<file path="src/rtl/histogram_cdf_if.sv">
// Bin-count input stream (r*) and cumulative-count output stream (t*) of the CDF stage.
// The slave modport is the CDF stage's view; master is the surrounding system.
interface histogram_cdf_if #(
  parameter int P_DW = 4,
  parameter int P_OW = 7
);
  logic [P_DW-1:0] rdata;
  logic            rvalid;
  logic            rlast;
  logic            rready;
  logic [P_OW-1:0] tdata;
  logic            tvalid;
  logic            tlast;
  logic            tready;

  modport slave (
    input  rdata, rvalid, rlast, tready,
    output rready, tdata, tvalid, tlast
  );

  modport master (
    output rdata, rvalid, rlast, tready,
    input  rready, tdata, tvalid, tlast
  );
endinterface

</file>
<file path="src/rtl/histogram_cdf.sv">
// Running cumulative sum of histogram bin counts with saturation, framing check and
// end-of-frame interrupt; one-deep registered output stage.
module histogram_cdf #(
  parameter int P_DW      = 4,
  parameter int P_NUM_BIN = 8,
  parameter int P_OW      = 7
) (
  input  logic           aclk,
  input  logic           areset,
  histogram_cdf_if.slave bus,
  output logic           frame_err,
  output logic           interrupt_out
);
  localparam int              CW       = $clog2(P_NUM_BIN);
  localparam logic [CW-1:0]   LAST_BIN = CW'(P_NUM_BIN - 1);
  localparam logic [P_OW-1:0] SAT_MAX  = '1;
  localparam logic [0:0]      S_ACC    = 1'b0;
  localparam logic [0:0]      S_DRAIN  = 1'b1;

  logic [0:0]      state_q, state_d;
  logic [P_OW-1:0] acc_q, acc_d;
  logic [P_OW-1:0] tdata_q, tdata_d;
  logic [CW-1:0]   bin_cnt_q, bin_cnt_d;
  logic            tvalid_q, tvalid_d;
  logic            tlast_q, tlast_d;
  logic            frame_err_q, frame_err_d;
  logic            irq_q, irq_d;

  logic            rready_int;
  logic            accept;
  logic            t_hs;
  logic            at_last_bin;
  logic            eof;
  logic [P_OW:0]   sum_wide;
  logic [P_OW-1:0] sum_sat;

  // Input is stalled while draining a frame or while a held beat is not being taken.
  assign rready_int  = (state_q == S_ACC) && (!tvalid_q || bus.tready);
  assign accept      = bus.rvalid && rready_int;
  assign t_hs        = tvalid_q && bus.tready;
  assign at_last_bin = (bin_cnt_q == LAST_BIN);
  assign eof         = bus.rlast || at_last_bin;
  assign sum_wide    = {1'b0, acc_q} + (P_OW + 1)'(bus.rdata);
  assign sum_sat     = sum_wide[P_OW] ? SAT_MAX : sum_wide[P_OW-1:0];

  always_comb begin
    state_d     = state_q;
    acc_d       = acc_q;
    tdata_d     = tdata_q;
    bin_cnt_d   = bin_cnt_q;
    tvalid_d    = tvalid_q;
    tlast_d     = tlast_q;
    // Error when rlast and the bin counter disagree about where the frame ends.
    frame_err_d = accept && (bus.rlast != at_last_bin);
    irq_d       = t_hs && tlast_q;

    if (accept) begin
      tdata_d  = sum_sat;
      tvalid_d = 1'b1;
      tlast_d  = eof;
      if (eof) begin
        acc_d     = '0;
        bin_cnt_d = '0;
        state_d   = S_DRAIN;
      end else begin
        acc_d     = sum_sat;
        bin_cnt_d = bin_cnt_q + CW'(1);
      end
    end else if (t_hs) begin
      tvalid_d = 1'b0;
      tlast_d  = 1'b0;
      if (state_q == S_DRAIN && tlast_q) begin
        state_d = S_ACC;
      end
    end
  end

  always_ff @(posedge aclk) begin
    if (areset) begin
      state_q     <= S_ACC;
      acc_q       <= '0;
      tdata_q     <= '0;
      bin_cnt_q   <= '0;
      tvalid_q    <= 1'b0;
      tlast_q     <= 1'b0;
      frame_err_q <= 1'b0;
      irq_q       <= 1'b0;
    end else begin
      state_q     <= state_d;
      acc_q       <= acc_d;
      tdata_q     <= tdata_d;
      bin_cnt_q   <= bin_cnt_d;
      tvalid_q    <= tvalid_d;
      tlast_q     <= tlast_d;
      frame_err_q <= frame_err_d;
      irq_q       <= irq_d;
    end
  end

  assign bus.rready    = rready_int;
  assign bus.tdata     = tdata_q;
  assign bus.tvalid    = tvalid_q;
  assign bus.tlast     = tlast_q;
  assign frame_err     = frame_err_q;
  assign interrupt_out = irq_q;
endmodule

</file>
<file path="src/flat_wrapper.sv">
// flat-port wrapper written by rule: the top's interface ports become plain ports
module histogram_cdf_flat 
#(
  parameter int P_DW      = 4,
  parameter int P_NUM_BIN = 8,
  parameter int P_OW      = 7
)
  (aclk, areset, frame_err, interrupt_out, bus_rdata, bus_rvalid, bus_rlast, bus_tready, bus_rready, bus_tdata, bus_tvalid, bus_tlast);
  histogram_cdf_if #(.P_DW(P_DW), .P_OW(P_OW)) bus_i ();
  input  logic aclk;
  input  logic areset;
  output logic frame_err;
  output logic interrupt_out;
  input wire logic [$bits(bus_i.rdata)-1:0] bus_rdata;
  input wire logic [$bits(bus_i.rvalid)-1:0] bus_rvalid;
  input wire logic [$bits(bus_i.rlast)-1:0] bus_rlast;
  input wire logic [$bits(bus_i.tready)-1:0] bus_tready;
  output wire logic [$bits(bus_i.rready)-1:0] bus_rready;
  output wire logic [$bits(bus_i.tdata)-1:0] bus_tdata;
  output wire logic [$bits(bus_i.tvalid)-1:0] bus_tvalid;
  output wire logic [$bits(bus_i.tlast)-1:0] bus_tlast;
  assign bus_i.rdata = bus_rdata;
  assign bus_i.rvalid = bus_rvalid;
  assign bus_i.rlast = bus_rlast;
  assign bus_i.tready = bus_tready;
  assign bus_rready = bus_i.rready;
  assign bus_tdata = bus_i.tdata;
  assign bus_tvalid = bus_i.tvalid;
  assign bus_tlast = bus_i.tlast;
  histogram_cdf #(.P_DW(P_DW), .P_NUM_BIN(P_NUM_BIN), .P_OW(P_OW)) u_core (.aclk(aclk), .areset(areset), .bus(bus_i), .frame_err(frame_err), .interrupt_out(interrupt_out));
endmodule
</file>
<file path="config.mk">
export PLATFORM = sky130hd
export DESIGN_NAME = histogram_cdf_flat
export DESIGN_NICKNAME = d
export VERILOG_FILES = /design/src/rtl/histogram_cdf_if.sv /design/src/rtl/histogram_cdf.sv /design/src/flat_wrapper.sv
export SDC_FILE = /design/constraint.sdc
export NUM_CORES = 1
export LEC_CHECK = 0
export BUFFER_PORTS_ARGS = -buffer_cell sky130_fd_sc_hd__buf_2
export CORE_MARGIN = 4
export CORE_UTILIZATION = 25
export DETAILED_ROUTE_END_ITERATION = 16
export GPL_ROUTABILITY_DRIVEN = 0
export MAX_ROUTING_LAYER = met4
export PLACE_DENSITY = 0.39
export SYNTH_ARGS = -nofsm -noshare
export SYNTH_HDL_FRONTEND = slang
export SYNTH_SLANG_ARGS = --single-unit
</file>
<file path="constraint.sdc">
create_clock -name aclk -period 1.9 [get_ports aclk]
set_input_delay 0.19 -clock aclk [delete_from_list [all_inputs] [get_ports aclk]]
set_output_delay 0.19 -clock aclk [all_outputs]
set_load 0.03 [all_outputs]
</file>
# --- After elaboration in Yosys (flattened, before gate mapping) ---
# Index checks and enable logic that the tools add are counted.
word_totals:
  regBits: 22
  output_inout_bits: 12
  wordCells: 36
op_classes:
  add_sub_neg: 2
  eq_ne: 3
  mux: 10
  n_bitwise: 1
  reduce_logical: 12
op_table:
  columns: ["operator", "n"]
  rows:
  - ["7-bit 2-to-1 mux", 2]
  - ["7-bit by 4-bit adder with 8-bit output", 1]
  - ["1-bit 2-to-1 mux", 7]
  - ["1-bit logical AND", 6]
  - ["2-bit nonzero test", 2]
  - ["3-bit by 1-bit adder with 3-bit output, second input constant", 1]
  - ["3-bit equality test, second input constant", 1]
  - ["3-bit 2-to-1 mux", 1]
  - ["3-bit AND reduction", 1]
  - ["1-bit logical OR", 2]
  - ["2-bit inequality test, second input constant", 1]
  - ["1-bit logical NOT", 1]
  - ["1-bit inequality test", 1]
  - ["1-bit inverter", 1]

# --- Longest topological paths before layout ---
depth:
  depth_word: 6
  ltp_mapped: 7

# --- Worst setup path before layout ---
# Ideal clock, no wire load.
synth_path:
  path_kind: "flip-flop to flip-flop"
  startpoint: "register u_core.acc_q[0]"
  endpoint: "register u_core.acc_q[4]"
  setup_ns: 0.091
  arrival_ns: 1.561
  path_slack_ns: 0.248
  path_stages_with_launch: 7
  path_buffers: 0
  path_cell_list: "dfxtp_1 > ha_1 > fa_1 > nand3_1 > a2111oi_0 > o21bai_1 > a311oi_1"
synth_between:
  elab_chain_cells: 3
synth_rtl:
  columns: ["element", "line_no", "text"]
  rows:
  - ["start: declaration", "histogram_cdf.sv:21", "logic [P_OW-1:0] acc_q, acc_d;"]
  - ["start signal: assignment", "histogram_cdf.sv:81", "acc_q <= '0;"]
  - ["start signal: assignment", "histogram_cdf.sv:90", "acc_q <= acc_d;"]
  - ["7-bit by 4-bit adder with 8-bit output", "histogram_cdf.sv:43", "assign sum_wide = {1'b0, acc_q} + (P_OW + 1)'(bus.rdata);"]
  - ["7-bit 2-to-1 mux", "histogram_cdf.sv:44", "assign sum_sat = sum_wide[P_OW] ? SAT_MAX : sum_wide[P_OW-1:0];"]
  - ["7-bit 2-to-1 mux", "histogram_cdf.sv:61", "if (eof) begin"]
# Every way passes these cells.
# A chain may end at the register's enable or synchronous reset.

# --- Worst setup path after layout ---
layout_path:
  startpoint: "register u_core.acc_q[1]"
  endpoint: "register u_core.tdata_q[5] (netlist: u_core.bus.tdata[5])"
layout_between:
  elab_chain_cells: 2
layout_rtl:
  columns: ["element", "line_no", "text"]
  rows:
  - ["7-bit by 4-bit adder with 8-bit output", "histogram_cdf.sv:43", null]
  - ["7-bit 2-to-1 mux", "histogram_cdf.sv:44", null]
  - ["end signal: assignment", "histogram_cdf.sv:91", "tdata_q <= tdata_d;"]
  - ["end: declaration", "histogram_cdf.sv:22", "logic [P_OW-1:0] tdata_q, tdata_d;"]
# Every way passes these cells.

==> flow_metrics.env <==
export IMPL_outcome="complete, no violations"
export IMPL_synth_flop_cell="dfxtp_1"
export IMPL_grt_pass1_vias=857
export IMPL_synth_edf_count=0
export IMPL_layout_drive_gt1_share_pct=27.4
export IMPL_start_util_pct=26.8
export IMPL_vias=989
export IMPL_io_buffers=20
export IMPL_yosysWarningCount=0
export IMPL_fp_row_count=23
export IMPL_antenna_found_initial=0
export IMPL_layout_commonest_cell="dfxtp_1"
export IMPL_via_per_inst=5.05
export IMPL_syn2layout_area_growth_pct=22.9
export IMPL_root_buffer="clkbuf_8"
export IMPL_rsz0062_at_grt="false"
export IMPL_drc=0
export IMPL_worst_pin_slew_ns=0.450
export IMPL_layout_common_cells="dfxtp_1 (22), buf_2 (20), nor2_1 (15)"
export IMPL_fmax_mhz=561
export IMPL_die_y_um=74.7
export IMPL_clkTransAtPathRegs_ns=0.09
export IMPL_critical_path_class="flop to flop"
export IMPL_grt_pass1_wl_mm=4.21
export IMPL_clockBufferDepth=2
export IMPL_dieArea_um2=5570
export IMPL_htree_levels=1
export IMPL_synthCells=123
export IMPL_setup_tns_ns=0
export IMPL_postSynth_asyncResetShare_pct=0
export IMPL_fin_worst_skew_ns=0.00608
export IMPL_maxCapViolations=0
export IMPL_diodes=0
export IMPL_post_route_min_period_ns=1.78
export IMPL_overflow=0
export IMPL_grt_usage_pct=10.1
export IMPL_finalCritPeriodShare_pct=93.8
export IMPL_worstPathMaxFanout=8
export IMPL_worst_ep_arrival_time_ns=1.94
export IMPL_clock_sinks=22
export IMPL_clk_latency_ns=0.27
export IMPL_drt_pass1_iterations=4
export IMPL_coreArea_um2=4140
export IMPL_p_per_area_nw_per_um2=776
export IMPL_leakagePower_nw=0.545
export IMPL_grt_max_degree=25
export IMPL_wire_per_inst_um=13.7
export IMPL_drt_iter0_drc=64
export IMPL_cts_made_buffers=3
export IMPL_final_nets=164
export IMPL_synth_area_per_cell_um2=9.03
export IMPL_crit_path_end_kind="flop"
export IMPL_yosysUniqueCellTypes=34
export IMPL_critPathLaunchType="flop"
export IMPL_syn_num_nets=140
export IMPL_pre_cts_ws_ns=0.0131
export IMPL_hold_path_class="input port to flop"
export IMPL_fin_ws_ns=0.118
export IMPL_route_final_wire_length_mm=2.69
export IMPL_fp_dieW_um=74.7
export IMPL_hold_viol_final=0
export IMPL_final_antenna_net_count=0
export IMPL_ys_ff_latch=22
export IMPL_syn_area_um2=1110
export IMPL_ir_drop_mv=0.375
export IMPL_cts_tree="done"
export IMPL_relSlewSlack_pct=70.0
export IMPL_hpwlAfterDp_mm=1.96
export IMPL_setup_viol=0
export IMPL_worst_ep_required_time_ns=2.06
export IMPL_post_cts_setup_buffers=0
export IMPL_reg2reg_slack_ns=0.12
export IMPL_boundaryPins=21
export IMPL_drv_slew=0
export IMPL_yosysSeqAreaShare_pct=39.6
export IMPL_num_fill_cells=431
export IMPL_fin_util_pct=32.9
export IMPL_ctsHoldBuffers=0
==> final cells by class <==
| type | count | area, um2 | share of cell area, % |
|---|---|---|---|
| Timing Repair Buffer | 24 | 130 | 9.53 |
| Clock buffer | 4 | 55.1 | 4.03 |
| Sequential cell | 22 | 440 | 32.3 |
| Tap cell | 50 | 62.6 | 4.58 |
| Multi-Input combinational cell | 91 | 658 | 48.2 |
| Inverter | 5 | 18.8 | 1.37 |
==> worst max-delay path, cell delays in order, from the launching register on <==
cell and delay (ns):
dfxtp_1 0.40, ha_1 0.26, a211oi_2 0.32, o21bai_2 0.20
and2_1 0.19, o41ai_1 0.31
==> cell usage after synthesis (2+ instances only) <==
cell / instances / share of area, %
nor2_1: 15 / 5.1
nand2_1: 10 / 3.4
and2_1: 2 / 1.1
clkbuf_1: 3 / 1.0
or3_1: 2 / 1.1
o41ai_1: 2 / 1.6
o21ai_0: 2 / 0.90
a211oi_1: 6 / 4.1
xor2_1: 2 / 1.6
a311oi_1: 3 / 2.4
inv_1: 5 / 1.7
a211oi_2: 2 / 2.3
nand3b_1: 4 / 2.7
a21oi_1: 12 / 5.4
dfxtp_1: 22 / 40
nand3_1: 5 / 2.3
nor3b_1: 2 / 1.4
o21ai_1: 2 / 0.90
ha_1: 7 / 7.9
==> metal layers <==
layer | vias up | wire length, um | part of all wire (%) | GRT usage, %
li1 | 496 | - | - | -
met2 | 21 | 1180 | 44 | 13.9
met1 | 470 | 1350 | 50 | 14.5
met5 | - | 0 | 0 | -
met4 | 0 | 10 | 0.37 | 2.37
met3 | 2 | 151 | 5.6 | 3.20
==> where the power goes <==
part	internal (mW)	switching, mW
Sequential	0.485	0.0174
Combinational	0.0765	0.132
Clock	0.185	0.163
Total	0.747	0.312
==> flip-flops by register name (all words and copies together), names as in the netlist <==
| name | cells |
|---|---|
| u_core.interrupt_out | 1 |
| u_core.bus.tlast | 1 |
| u_core.acc_q | 7 |
| u_core.state_q | 1 |
| u_core.frame_err | 1 |
| u_core.bus.tvalid | 1 |
| u_core.bus.tdata | 7 |
| u_core.bin_cnt_q | 3 |
==> per-stage QoR <==
step                cells  total power [mW]  instance area (um2)  hold WS, ns
floorplan             123             0.655                 1110        0.295
global placement      192             0.717                 1280        0.445
detailed placement    192             0.717                 1280        0.456
CTS                   196              1.07                 1330        0.226
global route          196              1.11                 1370        0.238
finish                196              1.06                 1370        0.237
==> logic make-up after synthesis <==
logic type,after synthesis,synth area share [%]
buffers and inverters,10,4.17
DFF,22,39.6
adders and majority gates,8,9.68
xor gates and xnor gates,3,2.37
and+or+nand+nor,43,20.2
AOI/OAI and AO/OA,37,24.0
==> worst paths after layout <==
kind                       startpoint              endpoint  cells after the start
setup / recovery      u_core.acc_q[1]   u_core.bus.tdata[5]                      5
hold / removal             bus_tready  u_core.interrupt_out                      3
setup reg to reg      u_core.acc_q[1]   u_core.bus.tdata[5]                      5
hold reg to reg   u_core.bin_cnt_q[1]   u_core.bin_cnt_q[1]                      2
==> what timing repair did <==
action / in CTS / in global routing
endpoints found under the setup margin: 1 / 2
pin swaps: 0 / 1
resized for setup: 1 / 6
gates cloned: 0 / 0
No activity file was read; power rests on OpenSTA's default activity.
